**src/rtl/counter_arbiter.sv**
```systemverilog
// Round-robin arbiter granting two requesters timed intervals on a shared 4-bit up-counter.
// The counter is held in reset for one cycle per grant and then enabled until it reaches the latched length.
module counter_arbiter (
    input  logic       clk,
    input  logic       reset,
    input  logic [1:0] req,
    input  logic [3:0] len0,
    input  logic [3:0] len1,
    input  logic [3:0] count_in,
    output logic       cnt_reset,
    output logic       cnt_enable,
    output logic [1:0] gnt,
    output logic [1:0] done,
    output logic       busy
);

    typedef enum logic [1:0] {
        IDLE  = 2'd0,
        CLEAR = 2'd1,
        RUN   = 2'd2,
        DONE  = 2'd3
    } state_t;

    state_t     state_q, state_d;
    logic [1:0] gnt_q, gnt_d;
    logic [3:0] len_q, len_d;
    logic       last_q, last_d;

    logic       winner;
    logic       granted_held;
    logic       at_len;

    // On a tie the requester that did not win last time goes next.
    always_comb begin
        if (req == 2'b11) begin
            winner = ~last_q;
        end else begin
            winner = req[1];
        end
    end

    assign granted_held = |(req & gnt_q);
    assign at_len       = (count_in == len_q);

    always_comb begin
        state_d = state_q;
        gnt_d   = gnt_q;
        len_d   = len_q;
        last_d  = last_q;
        case (state_q)
            IDLE: begin
                if (|req) begin
                    gnt_d   = winner ? 2'b10 : 2'b01;
                    len_d   = winner ? len1 : len0;
                    last_d  = winner;
                    state_d = CLEAR;
                end
            end
            CLEAR: begin
                state_d = granted_held ? RUN : IDLE;
            end
            RUN: begin
                // A dropped request wins over completion: no done for an abandoned interval.
                if (!granted_held) begin
                    state_d = IDLE;
                end else if (at_len) begin
                    state_d = DONE;
                end
            end
            DONE: begin
                state_d = IDLE;
            end
            default: begin
                state_d = IDLE;
            end
        endcase
    end

    always_ff @(posedge clk) begin
        if (!reset) begin
            state_q <= IDLE;
            gnt_q   <= '0;
            len_q   <= '0;
            last_q  <= 1'b1;
        end else begin
            state_q <= state_d;
            gnt_q   <= gnt_d;
            len_q   <= len_d;
            last_q  <= last_d;
        end
    end

    // Outputs are masked by the reset input so they drop in the same cycle reset is asserted.
    always_comb begin
        busy       = reset && (state_q != IDLE);
        gnt        = (reset && (state_q != IDLE)) ? gnt_q : '0;
        done       = (reset && (state_q == DONE)) ? gnt_q : '0;
        cnt_enable = reset && (state_q == RUN) && !at_len;
        cnt_reset  = !reset || (state_q == CLEAR);
    end

endmodule

```
**config.mk**
```make
export PLATFORM = sky130hd
export DESIGN_NAME = counter_arbiter
export DESIGN_NICKNAME = d
export VERILOG_FILES = /design/src/rtl/counter_arbiter.sv
export SDC_FILE = /design/constraint.sdc
export NUM_CORES = 1
export LEC_CHECK = 0
export CAP_MARGIN = 20
export CORE_ASPECT_RATIO = 0.8
export CORE_MARGIN = 2
export CORE_UTILIZATION = 25
export DETAILED_ROUTE_END_ITERATION = 10
export PLACE_DENSITY = 0.53
export SYNTH_ARGS = -nofsm -noshare
export SYNTH_HDL_FRONTEND = slang
export SYNTH_SLANG_ARGS = --single-unit
export TNS_END_PERCENT = 20
```
**constraint.sdc**
```tcl
create_clock -name clk -period 1 [get_ports clk]
set_input_delay 0.2 -clock clk [delete_from_list [all_inputs] [get_ports clk]]
set_output_delay 0.2 -clock clk [all_outputs]
set_load 0.03 [all_outputs]
```
==> metrics.yaml <==
setup_ws_ps: -603
h-tree-depth: 1
drt-total-wl_mm: 1.77
final_cells: 129
diodes: 0
status: "finished with violations"
syn_inst: 60
power_per_cell_area_nw_per_um2: 1040
rows: 14
mostFrequentLayoutCells: "15 x buf_6, 12 x buf_4, 10 x clkdlybuf4s50_1, 7 x nand3_1, 5 x dfxtp_1"
reg2reg_from: "state_q[0]"
min_to: "state_q[1]"
slew_headroom: 0.805
grt_pass1_wl_mm: 2.79
place_hpwl_mm: 1.28
gr-usage-met2: 0.251
setup_violations: 15
reg2reg_slack_ps: -270
gr-total-overflow: 0
dieArea_um2: 2370
synth_area_um2: 499
finalCritPeriodShare: 1.60
clk_pin_slew_ps: 60
syn_area_per_cell_um2: 8.32
antenna_left: 0
drv_cap: 0
clock_path_buffers: 2
ir_drop_mv: 0.564
synth_area_leader_cell: "dfxtp_1"
insertion_delay_ps: 270
place_congestion: 0.784
grt_start_max_net_pins: 8
port_buffers: 22
vias_per_cell: 4.87
synth_fp_nets: 76
start_util: 0.266
drive_above_1_share: 0.514
fmax_mhz: 624
grt_pass1_vias: 601
drc_errors: 0
routed-via-count: 628
r2r-end: "len_q[3]"
busiest_layer: "met2"
ys_ff_latch: 9
hp-class: "input port to flop"
worst_r2r_path_depth: 6
critPathCaptureType: "primary output"
hold_start: "reset"
wl_per_cell_um: 13.7
drt_iter0_drc: 12
ys_types: 22
startpoint_type: "flop"
grt_use_met3: 0.0448
first_pass_iters: 4
yosysSeqAreaShare: 0.361
grt_use_met1: 0.229
period_needed_ps: 1600
hold_depth: 3
yosysTopAreaCellShare: 0.361
cts.sinks: 9
yosys_warnings: 0
die_x_um: 54.0
grtUsageTotal: 0.176
final_nets: 122
rsz0062_at_grt: "true"
p_leak_nw: 0.487
numCtsBuffers: 3
placedCellCount: 120
worstMarginPinSlew_ps: 292
ios: 23
area_growth_pct: 117
crit_type: "flop to primary output"
final_max_slew_viol_count: 0
synth_area_leaders: "dfxtp_1 36%, xor2_1 8.8%, nand3_1 8.0%"
hold_ws_ps: 459
antenna_found_initial: 0
cts-root-buf: "clkbuf_4"
die_y_um: 44.0
mostFrequentLayoutCell: "buf_6"
clock_skew_ps: 0.848
required_ps: 800
violations: "negative setup slack"
core-area_um2: 1870
arrival_ps: 1400
critPathMaxFanout: 2
cts_tree: "built"
hold_viol: 0
-- through the flow --
step	area [um2]	setup WS, ps	util	power (mW)	setup TNS, ps
after floorplan	568	-160	-	0.593	-873
after global placement	902	-662	0.481	0.761	-6110
after detailed placement	902	-669	0.481	0.764	-6110
after CTS	1020	-615	0.546	1.12	-3690
after global routing	1080	-662	0.577	1.19	-5040
final	1080	-603	0.577	1.13	-4350
-- worst max-delay path by stage --
stage	cells past startpoint	slack, ps	from	end
final	5	-600	len_q[3]	cnt_enable
after global routing	5	-660	len_q[3]	cnt_enable
after CTS	5	-620	len_q[3]	cnt_enable
after detailed placement	6	-670	count_in[0]	cnt_enable
after global placement	6	-660	count_in[0]	cnt_enable
after floorplan	3	-160	len_q[0]	cnt_enable
-- logic make-up after synthesis --
kind of cell    Yosys count  share of synthesized area
compound gates           14                      0.185
buf+inv                   5                     0.0526
simple gates             27                      0.313
xor+xnor                  5                     0.0877
flops                     9                      0.361
-- metal layers --
layer | vias to the layer above | part of all wire
li1 | 308 | -
met3 | 4 | 0.069
met2 | 17 | 0.45
met1 | 299 | 0.45
met4 | 0 | 0.028
met5 | - | 0
-- cell usage after synthesis --
cell type,number
nor3_1,3
xor2_1,5
nor4_1,1
and2_1,1
nor2_1,3
nand2b_1,1
o21ai_0,3
nand2_1,3
inv_1,4
o22ai_1,1
or2_1,1
a2bb2oi_1,2
nor3_2,1
o21ai_1,2
and3_1,3
a31oi_1,4
buf_6,1
nand3_1,8
nor3b_2,2
a22o_1,1
dfxtp_1,9
a41o_1,1
-- repair_timing --
item,in CTS,in global routing
cloned,0,0
setup endpoints to repair,15,16
hold buffers,0,0
buffers inserted,2,3
pin swaps,15,10
resized for setup,26,9
endpoints found under the hold margin,0,0
-- report_power, final --
group | leakage [nW] | internal (mW) | switching (mW) | total [mW]
Clock | 0.0150 | 0.154 | 0.134 | 0.289
Sequential | 0.0757 | 0.391 | 0.0226 | 0.414
Combinational | 0.396 | 0.231 | 0.194 | 0.425
Total | 0.487 | 0.777 | 0.351 | 1.13
-- area by class of cell --
class                           count  area, um2
Fill cell                         168        792
Sequential cell                     9        185
Inverter                            4       20.0
Clock buffer                        4       26.3
Tap cell                           24       30.0
Timing Repair Buffer               42        410
Multi-Input combinational cell     46        410
-- state kept, by name, summed over array words and instances, names as in the netlist --
| register | count |
|---|---|
| len_q | 4 |
| gnt_q | 2 |
| state_q | 2 |
| last_q | 1 |
-- worst max-delay path: stages, from the launching register on --
cell and delay [ps]:
dfxtp_2 330, xor2_2 150, nor4_2 310, buf_4 180, nor3_4 30, buf_6 130
(Power assumes the default switching activity.)
